===== config.mk =====
export PLATFORM = sky130hd
export DESIGN_NAME = core_task_scheduler
export DESIGN_NICKNAME = d
export VERILOG_FILES = /design/src/rtl/core_task_scheduler.sv
export SDC_FILE = /design/constraint.sdc
export NUM_CORES = 1
export LEC_CHECK = 0
export ABC_AREA = 0
export CORE_MARGIN = 2
export CORE_UTILIZATION = 37
export DETAILED_ROUTE_END_ITERATION = 8
export HOLD_SLACK_MARGIN = 0.02
export PLACE_DENSITY = 0.69
export SLEW_MARGIN = 20
export SYNTH_ARGS = -nofsm -noshare
export SYNTH_HDL_FRONTEND = slang
export SYNTH_SLANG_ARGS = --single-unit
export TNS_END_PERCENT = 1

===== constraint.sdc =====
create_clock -name clk -period 4 [get_ports clk]
set_input_delay 0.6 -clock clk [delete_from_list [all_inputs] [get_ports clk]]
set_output_delay 0.6 -clock clk [all_outputs]
set_load 0.05 [all_outputs]

===== src/rtl/core_task_scheduler.sv =====
// Round-robin task dispatcher: accepts a task, issues a one-hot start strobe to one free node.
// Latency: handshake at edge k -> start during cycle k+1; task_ready drops while issuing or when no node is free.
module core_task_scheduler #(
    parameter int NODES  = 9,
    parameter int TASK_W = 8
) (
    input  logic                       clk,
    input  logic                       rst_n,
    input  logic                       task_valid,
    input  logic [TASK_W-1:0]          task_id,
    output logic                       task_ready,
    input  logic [NODES-1:0]           core_avail,
    input  logic [NODES-1:0]           core_done,
    output logic [NODES-1:0]           start,
    output logic [TASK_W-1:0]          start_task,
    output logic [$clog2(NODES)-1:0]   start_node,
    output logic [NODES-1:0]           busy_mask,
    output logic [$clog2(NODES+1)-1:0] active_count
);
    localparam int IDX_W = $clog2(NODES);
    localparam int CNT_W = $clog2(NODES+1);

    localparam logic [0:0] S_IDLE  = 1'b0;
    localparam logic [0:0] S_ISSUE = 1'b1;

    logic [0:0]        state;
    logic [IDX_W-1:0]  rr_ptr;
    logic [IDX_W-1:0]  sel_q;
    logic [IDX_W-1:0]  sel_c;
    logic [TASK_W-1:0] task_q;
    logic [NODES-1:0]  free;
    logic [NODES-1:0]  set_vec;
    logic [NODES-1:0]  busy_next;
    logic [CNT_W-1:0]  cnt_next;
    logic [IDX_W:0]    scan_idx;
    logic              sel_found;
    logic              issue_en;
    logic              accept;

    assign free       = core_avail & ~busy_mask;
    assign task_ready = rst_n && (state == S_IDLE) && (|free);
    assign accept     = task_valid && task_ready;
    // A reset landing on the issue cycle swallows the strobe.
    assign issue_en   = rst_n && (state == S_ISSUE);

    always_comb begin
        sel_found = 1'b0;
        sel_c     = '0;
        scan_idx  = '0;
        for (int i = 0; i < NODES; i++) begin
            scan_idx = {1'b0, rr_ptr} + (IDX_W+1)'(i);
            if (scan_idx >= (IDX_W+1)'(NODES)) begin
                scan_idx = scan_idx - (IDX_W+1)'(NODES);
            end
            if (!sel_found && free[scan_idx[IDX_W-1:0]]) begin
                sel_found = 1'b1;
                sel_c     = scan_idx[IDX_W-1:0];
            end
        end
    end

    always_comb begin
        set_vec = '0;
        if (issue_en) begin
            set_vec[sel_q] = 1'b1;
        end
    end

    // Set is ORed in after the clear so a same-cycle done on the issued node loses.
    assign busy_next = (busy_mask & ~core_done) | set_vec;

    always_comb begin
        cnt_next = '0;
        for (int i = 0; i < NODES; i++) begin
            cnt_next = cnt_next + CNT_W'(busy_next[i]);
        end
    end

    assign start      = set_vec;
    assign start_task = issue_en ? task_q : '0;
    assign start_node = issue_en ? sel_q : '0;

    always_ff @(posedge clk) begin
        if (!rst_n) begin
            state        <= S_IDLE;
            rr_ptr       <= '0;
            sel_q        <= '0;
            task_q       <= '0;
            busy_mask    <= '0;
            active_count <= '0;
        end else begin
            busy_mask    <= busy_next;
            active_count <= cnt_next;
            if (state == S_IDLE) begin
                if (accept) begin
                    task_q <= task_id;
                    sel_q  <= sel_c;
                    state  <= S_ISSUE;
                end
            end else begin
                rr_ptr <= (sel_q == IDX_W'(NODES-1)) ? '0 : sel_q + IDX_W'(1);
                state  <= S_IDLE;
            end
        end
    end
endmodule


### After elaboration in Yosys (flattened, before gate mapping)

Cells that the tools add are included.

* reduce and logical (&&, ||, !) cells: 24
* multiplexer cells: 51
* $lt $le $gt $ge: 20
* equality and inequality tests: 1
* bitwise operators: 7
* add/sub/neg operators: 26

Operator list (count)
* $mux W4: 20
* $lt A4 B5 Y1 const B: 10
* $ge A5 B4 Y1 const B: 8
* $bmux W1 S4: 9
* $sub A4 B4 Y4 const B: 9
* $add A4 B1 Y4: 5
* $add A4 B3 Y5 const B: 4
* $mux W1: 19
* $and A9 B9 Y9: 2
* $not A9 Y9: 2
* $logic_and A1 B1 Y1: 13
* $add A4 B2 Y5 const B: 2
* $mux W9: 1
* $or A9 B9 Y9: 1
* $reduce_or A9 Y1: 1
* $logic_not A1 Y1: 8
* $mux W8: 1
* $add A4 B1 Y5 const B: 1
* $add A4 B4 Y5 const B: 1
* $add A3 B1 Y4: 1
* $add A4 B1 Y4 const B: 1
* $demux W1 S4: 1
* $eq A4 B4 Y1 const B: 1
* $ge A4 B1 Y1 const B: 1
* other kinds (6): 7

* bits of input ports: 29
* word-level logic and storage cells: 135
* bits in registers: 30

### Longest topological paths before layout

Gate-level depths: netlist (run 1).

* depth after elaboration: 29
* mapped depth: 17

### Worst setup path before layout (run 1)

Ideal clock, no wire load.

* path kind: input to register
* start: in rst_n
* end: reg active_count[1]
* data arrival time: 4.118 ns
* required time: 3.935 ns
* setup slack: -0.183 ns
* path buffers: 0
* library setup time: 0.065 ns
* stages: 14
* cells stage by stage: nand2_1 nor3_1 and2_1 a21oi_1 fa_1 inv_1 fa_1 inv_1 fa_1 inv_1 fa_1 inv_1 fa_1 nor2b_1

* longest elaborated chain between the ends: 11

Ends and longest elaborated chain
* from (decl): RTL line 8 `input logic rst_n,`
* $logic_and A1 B1 Y1: RTL line 44 `assign issue_en = rst_n && (state == S_ISSUE);`
* $mux W9: RTL line 64 `if (issue_en) begin`
* net start[1]: RTL line 14 `output logic [NODES-1:0] start,`
* $or A9 B9 Y9: RTL line 70 `assign busy_next = (busy_mask & ~core_done) | set_vec;`
* $add A1 B1 Y2: RTL line 75 `cnt_next = cnt_next + CNT_W'(busy_next[i]);`
* $add A2 B1 Y3: RTL line 75
* $add A3 B1 Y4: RTL line 75
* $add A4 B1 Y4 (5 in a row): RTL line 75
* to (signal assigned): RTL line 93 `active_count <= cnt_next;`
* to (decl): RTL line 18 `output logic [$clog2(NODES+1)-1:0] active_count`

The timed path passes the listed nets, and every way through them passes these cells.
A chain may end at the register's enable or synchronous reset.

### Worst setup path in the final report (run 1)

* start: reg rr_ptr[1]
* end: reg sel_q[3]

* longest elaborated chain between the ends: 29

Ends and longest elaborated chain
* from (decl): RTL line 27 `logic [IDX_W-1:0] rr_ptr;`
* from (signal assigned): RTL line 101 `rr_ptr <= (sel_q == IDX_W'(NODES-1)) ? '0 : sel_q + IDX_W'(1);`
* parallel branches: the longest is 28 deep, another holds $add A4 B1 Y5
* $mux W4 *: RTL line 55 `if (!sel_found && free[scan_idx[IDX_W-1:0]]) begin`
* to (signal assigned): RTL line 97 `sel_q <= sel_c;`
* to (decl): RTL line 28 `logic [IDX_W-1:0] sel_q;`

Every way passes the cells marked *. The select of a mux whose other input is x is not followed.

==> results of run 1 <==
-- area by class of cell --
cell class                 instances  area share (%)
sequential                        30            9.24
inverter                          36            2.07
tap                              176            3.38
timing repair buffer             130            19.1
multi-input combinational        581            63.8
clock buffer                       6            2.13
clock inverter                     2           0.192
-- registers in the layout, summed over array words and instances, names as in the netlist --
register	count
busy_mask	9
active_count	4
sel_q	4
rr_ptr	4
task_q	8
state	1
-- metrics by stage --
step	instance area [um^2]	power [mW]	cells	setup slack [ns]
after floorplan	5040	0.744	690	-0.0255
after global placement	6310	0.948	953	-0.299
after detailed placement	6310	0.951	953	-0.369
after CTS	6470	1.34	961	0.102
after global routing	6520	1.42	961	-0.0528
final	6520	1.35	961	0.143
-- worst min-delay path by stage --
stage / end / slack [ns] / depth (start not counted)
final: task_q[5]$_SDFFE_PN0P_ / 0.46 / 2
after global placement: task_q[7]$_SDFFE_PN0P_ / 0.45 / 2
after CTS: task_q[5]$_SDFFE_PN0P_ / 0.46 / 2
after global routing: task_q[4]$_SDFFE_PN0P_ / 0.48 / 2
after detailed placement: task_q[5]$_SDFFE_PN0P_ / 0.45 / 2
after floorplan: task_q[7]$_SDFFE_PN0P_ / 0.44 / 2
-- critical path, cell delays in order, from the launching register on --
cell	delay [ns]
dfxtp_1	0.37
inv_1	0.11
buf_12	0.16
ha_1	0.31
or4bb_1	0.52
o211ai_1	0.15
mux2i_1	0.47
o31ai_1	0.17
o221ai_1	0.32
a31oi_4	0.18
nand4b_1	0.22
o21ai_0	0.13
or3_1	0.37
a32o_2	0.25
-- Yosys cell counts (all sizes together), types with 5 or more instances --
master	n	share of area, %
a211oi	9	1.6
a21boi	14	2.2
nor3b	5	0.95
or3	9	1.2
fa	5	2.0
a22oi	5	0.85
nor2	43	3.2
nor3	27	2.7
nand2	69	5.1
mux2i	20	4.1
a21o	7	1.0
a21oi	42	4.4
inv	36	2.7
o22ai	12	1.6
a221oi	7	1.2
nand3	17	1.7
and2	23	2.9
o31ai	9	1.4
a31oi	9	1.2
o21bai	5	0.75
nor2b	29	3.6
ha	28	7.0
nand3b	6	0.90
buf	23	2.5
o211ai	7	1.0
nand2b	14	1.9
xnor2	19	3.5
nand4	7	1.1
mux2	7	1.6
clkbuf	20	1.5
a2bb2oi	5	0.87
and3	14	1.7
o21ai	42	4.3
dfxtp	30	12
-- layer usage --
metal  global-route usage [%]  part of all wire, %  routed length (um)  vias to the layer above
li1                         -                    -                   -                     2716
met1                     34.0                   43                7660                     2571
met2                     39.8                   45                8030                      300
met3                     3.77                  9.5                1700                       40
met4                     8.07                  3.0                 545                        0
met5                        0                    0                   0                        -
-- logic make-up after synthesis --
kind of cell	after synthesis	synth area share, %
DFF	30	11.9
xor gates and xnor gates	23	4.45
AOI/OAI and AO/OA	216	30.7
muxes	31	7.41
buffers and inverters	79	6.64
adders and majority gates	33	8.96
and+or+nand+nor	278	29.9
-- what timing repair did --
action	in CTS	in global routing
gates resized for setup	3	9
setup endpoints to repair	2	4
cloned	0	0
-- where the power goes --
| part | switching, mW | internal, mW |
|---|---|---|
| Combinational | 0.382 | 0.271 |
| Clock | 0.138 | 0.246 |
| Sequential | 0.00823 | 0.310 |
==> flow_metrics.py, run 1 <==
metrics = {
    "grt": {
        "overflow": 0,
        "grt_pass1_vias": 5212,
        "grt_pass1_wl_mm": 28.7,
        "track_usage_pct": 24.8,
        "grt_max_degree": 39,
        "antenna_found_initial": 0,
    },
    "power_and_ir_drop": {
        "powerDensity_mw_per_mm2": 208,
        "peakVddDrop_mv": 0.165,
        "p_leak_nw": 2.66,
    },
    "synth": {
        "async_flop_share_pct": 0,
        "synth_warnings": 0,
        "syn_nets": 752,
        "synth_edf_count": 0,
        "synthFlopType": "dfxtp_1",
        "syn_avg_cell_area_um2": 7.29,
        "synth_cell_types": 95,
        "ys_seq_area_share_pct": 11.9,
        "syn_area_mm2": 0.00503,
        "ys_ff_latch": 30,
        "synthCells": 690,
    },
    "critical_path": {
        "worstPathMaxFanout": 9,
        "r2r_start": "rr_ptr[1]$_SDFFE_PN0P_",
        "cp.required_ns": 4.17,
        "crit_type": "register to register",
        "critPathLaunchType": "register",
        "r2r_cells": 13,
        "crit_path_end_kind": "register",
        "arrival_ns": 4.02,
        "rrSetupSlack_ns": 0.14,
        "r2r-end": "sel_q[3]$_SDFFE_PN0P_",
        "endpoint": "sel_q[3]$_SDFFE_PN0P_",
        "crit_start": "rr_ptr[1]$_SDFFE_PN0P_",
    },
    "route": {
        "drcViolationCount": 0,
        "first_iter_violations": 446,
        "wl_per_cell_um": 18.7,
        "via_per_inst": 5.86,
        "wirelength_mm": 17.9,
        "dr.pass1.iters": 5,
        "ant_nets": 0,
        "vias": 5627,
    },
    "min_path": {
        "holdCritStartpoint": "task_q[5]$_SDFFE_PN0P_",
        "min_path_type": "register to register",
    },
    "floorplan": {
        "dieArea_mm2": 0.0145,
        "initial_core_util_pct": 38.0,
        "die_x_um": 121,
        "io_pins": 64,
        "rows": 42,
        "die_y_um": 121,
        "core-area_mm2": 0.0132,
    },
    "clocking": {
        "cts_inserted_buffers": 5,
        "cts_tree": "done",
        "h-tree-depth": 2,
        "cts-hold-fix-buffers": 0,
        "root_buffer": "clkbuf_16",
        "clk-insertion-delay-late_ns": 0.28,
        "clkSinkCount": 30,
        "cts_buffer_depth": 2,
        "clkTransAtPathRegs_ns": 0.05,
        "cts_setup_buffers": 0,
    },
    "finish": {
        "drive_gt1_share_pct": 18.7,
        "diodes": 0,
        "most-common-layout-cells": "68 x nand2_1, 65 x buf_4, 53 x clkdlybuf4s50_1",
        "fin_util_pct": 49.2,
        "syn_to_final_growth_pct": 29.6,
        "n_fill_cell": 1330,
        "nNetsFinal": 846,
        "multiInputGateArea_mm2": 0.00416,
        "final_common_cell": "nand2_1",
        "register_area_um2": 602,
    },
    "sta": {
        "period_share_pct": 96.4,
        "fin_hold_ws_ns": 0.458,
        "worstMarginPinSlew_ns": 0.766,
        "tns_ns": 0,
        "max_freq_mhz": 259,
        "setup_viol": 0,
        "hold_viol": 0,
        "rsz0062_at_grt": "true",
        "period_minus_slack_ns": 3.86,
        "clock_skew_ns": 0.00801,
        "slew_headroom_pct": 48.8,
        "slew_violations": 0,
    },
    "placement": {
        "routabilityCongestion": 1.01,
        "portBuffers": 63,
        "dp_hpwl_mm": 14.1,
    },
    "run": {
        "cap_violations": 0,
    },
    "outcome": {
        "status": "completed",
    },
}
No activity file was read; power rests on OpenSTA's default activity.
==> inputs of run 2 (changes only) <==
Settings changed: CTS_CLUSTER_DIAMETER set to 150, PLACE_DENSITY 0.69 to 0.67.
Clock period 4 ns to 4.1 ns, I/O delays scaled along.
==> run 2 against run 1 <==
  * Sequential share of layout area is 0.16 points higher
  * Non-clock buffer count is 13 lower
  * Sequential power fell by 2%
  * Clock-buffer cell count unchanged
  * Die area stayed put
  * Sequential cell count unchanged
  * Setup slack worse by 0.019 ns
  * Largest cell class unchanged
  * Largest power group unchanged
==> flow_metrics.py, run 2 (synthesis gave the netlist of run 1 again) <==
metrics = {
    "floorplan": {
        "core-area_mm2": 0.0132,
        "rows": 42,
        "die_y_um": 121,
        "initial_core_util_pct": 38.0,
        "dieArea_mm2": 0.0145,
        "die_x_um": 121,
        "io_pins": 64,
    },
    "clocking": {
        "cts_buffer_depth": 2,
        "cts_tree": "done",
        "cts_inserted_buffers": 5,
        "root_buffer": "clkbuf_16",
        "clk-insertion-delay-late_ns": 0.27,
        "clkSinkCount": 30,
        "clkTransAtPathRegs_ns": 0.05,
        "h-tree-depth": 2,
        "cts-hold-fix-buffers": 0,
    },
    "placement": {
        "routabilityCongestion": 0.981,
        "place_area_mm2": 0.00618,
        "portBuffers": 63,
        "dp_hpwl_mm": 13.8,
        "post-place-ws_ns": -0.390,
    },
    "critical_path": {
        "r2r-end": "sel_q[3]$_SDFFE_PN0P_",
        "crit_type": "register to register",
        "crit_cells": 14,
        "slowest_delay_ns": 0.55,
        "crit_start": "rr_ptr[1]$_SDFFE_PN0P_",
        "arrival_ns": 4.14,
        "rrSetupSlack_ns": 0.12,
        "r2r_cells": 14,
        "crit_chain": "inv_1 > buf_4 > ha_1 > buf_12 > inv_1 > buf_4 > a2bb2oi_1 > nand2b_1 > o22ai_1 > a211oi_1 > nand3b_1 > o22ai_1 > or3_1 > a32o_2",
        "critPathLaunchType": "register",
        "worstPathMaxFanout": 25,
        "r2r_start": "rr_ptr[1]$_SDFFE_PN0P_",
        "crit_family": "compound AO/OA/AOI/OAI gates",
        "timing.critical_path.buf_inv": 5,
        "crit_path_end_kind": "register",
        "cp.required_ns": 4.26,
        "crit_path_top_delay_cell": "a211oi_1",
    },
    "min_path": {
        "min_path_type": "register to register",
        "min_to": "task_q[2]$_SDFFE_PN0P_",
        "holdPathStages": 2,
        "holdCritStartpoint": "task_q[2]$_SDFFE_PN0P_",
    },
    "finish": {
        "drive_gt1_share_pct": 16.8,
        "largestRegisters": "busy_mask: 9 flops, task_q: 8 flops",
        "syn_to_final_growth_pct": 27.4,
        "final_common_cell": "nand2_1",
        "regMostFlops": "busy_mask",
        "most-common-layout-cells": "68 x nand2_1, 53 x clkdlybuf4s50_1, 53 x buf_4",
        "final_cell_area_mm2": 0.00641,
        "largest_reg_flops": 9,
        "diodes": 0,
        "nNetsFinal": 833,
        "fin_util_pct": 48.4,
    },
    "sta": {
        "hold_viol": 0,
        "setup_ws_ns": 0.124,
        "max_freq_mhz": 252,
        "period_share_pct": 97.0,
        "fin_hold_ws_ns": 0.457,
        "clock_skew_ns": 0.00400,
        "setup_viol": 0,
        "slew_violations": 0,
        "period_minus_slack_ns": 3.98,
        "slew_headroom_pct": 56.6,
        "rsz0062_at_grt": "true",
        "worstMarginPinSlew_ns": 0.650,
    },
    "power_and_ir_drop": {
        "swShare_pct": 38.9,
        "share_comb_of_total_power_pct": 47.6,
        "p_leak_nw": 2.57,
        "p_int_mw": 0.794,
        "peakVddDrop_mv": 0.182,
        "power_frac_clock_pct": 28.4,
        "p_switching_mw": 0.505,
        "fin_total_pwr_mw": 1.30,
        "powerDensity_mw_per_mm2": 203,
        "p_seq_share_pct": 24.0,
    },
    "grt": {
        "overflow": 0,
        "antenna_found_initial": 0,
        "grt_pass1_vias": 5324,
        "grt_pass1_wl_mm": 28.5,
        "grt_max_degree": 39,
        "track_usage_pct": 24.4,
    },
    "run": {
        "cap_violations": 0,
    },
    "route": {
        "wirelength_mm": 17.7,
        "ant_nets": 0,
        "vias": 5618,
        "via_per_inst": 5.93,
        "dr.pass1.iters": 5,
        "wl_per_cell_um": 18.7,
        "drcViolationCount": 0,
        "first_iter_violations": 590,
    },
    "outcome": {
        "status": "completed",
    },
}
run 2: changes by cell type in the layout (fill, tap and decap cells not counted), sizes merged:
| cell | change |
|---|---|
| dlymetal6s2s | +1 |
| buf | -13 |
| dlygate4sd2 | -1 |
run 2: through the flow:
step,cells,setup TNS [ns]
2_1_floorplan,690,0
6_report,948,0
5_1_grt,948,-0.0958
4_1_cts,947,0
3_5_place_dp,938,-0.884
3_3_place_gp,938,-0.550
run 2: metal layers:
layer / share of wire (%) / up-vias / wire [um] / track usage (%)
li1: - / 2678 / - / -
met3: 10 / 36 / 1790 / 5.47
met4: 2.1 / 0 / 379 / 5.52
met2: 45 / 320 / 7920 / 39.3
met1: 43 / 2584 / 7610 / 33.2
met5: 0 / - / 0 / 0
run 2: worst register-to-register path, delay by kind of cell (launching register included):
| kind | cells | cell delay, ns |
|---|---|---|
| and+or+nand+nor | 3 | 0.75 |
| adders and majority gates | 1 | 0.41 |
| AOI/OAI and AO/OA | 5 | 1.39 |
| buffers and inverters | 5 | 0.95 |
| DFF | 1 | 0.36 |
run 2: worst max path at each step:
stage | end
global route | sel_q[3]$_SDFFE_PN0P_
floorplan | sel_q[3]$_SDFFE_PN0P_
finish | sel_q[3]$_SDFFE_PN0P_
detailed placement | active_count[1]$_SDFF_PN0_
global placement | active_count[1]$_SDFF_PN0_
CTS | active_count[1]$_SDFF_PN0_
run 2: what timing repair did:
item	CTS	global route
gates resized for setup	5	8
setup buffers	1	1
pin swaps	2	2
setup endpoints to repair	2	6
run 2: area by class of cell:
class                      count  area [um^2]
multi-input combinational    581         4160
inverter                      36          135
fill                        1354         6840
sequential                    30          602
timing repair buffer         117         1140
clock buffer                   6          139
tap                          176          220
clock inverter                 2         12.5
run 2: power by group through the flow:
stage	sequential (mW)	combinational, mW	clock (mW)
final	0.312	0.619	0.369
after global routing	0.313	0.664	0.387
after CTS	0.311	0.599	0.375
after detailed placement	0.317	0.594	0
after global placement	0.317	0.593	0
after floorplan	0.321	0.403	0
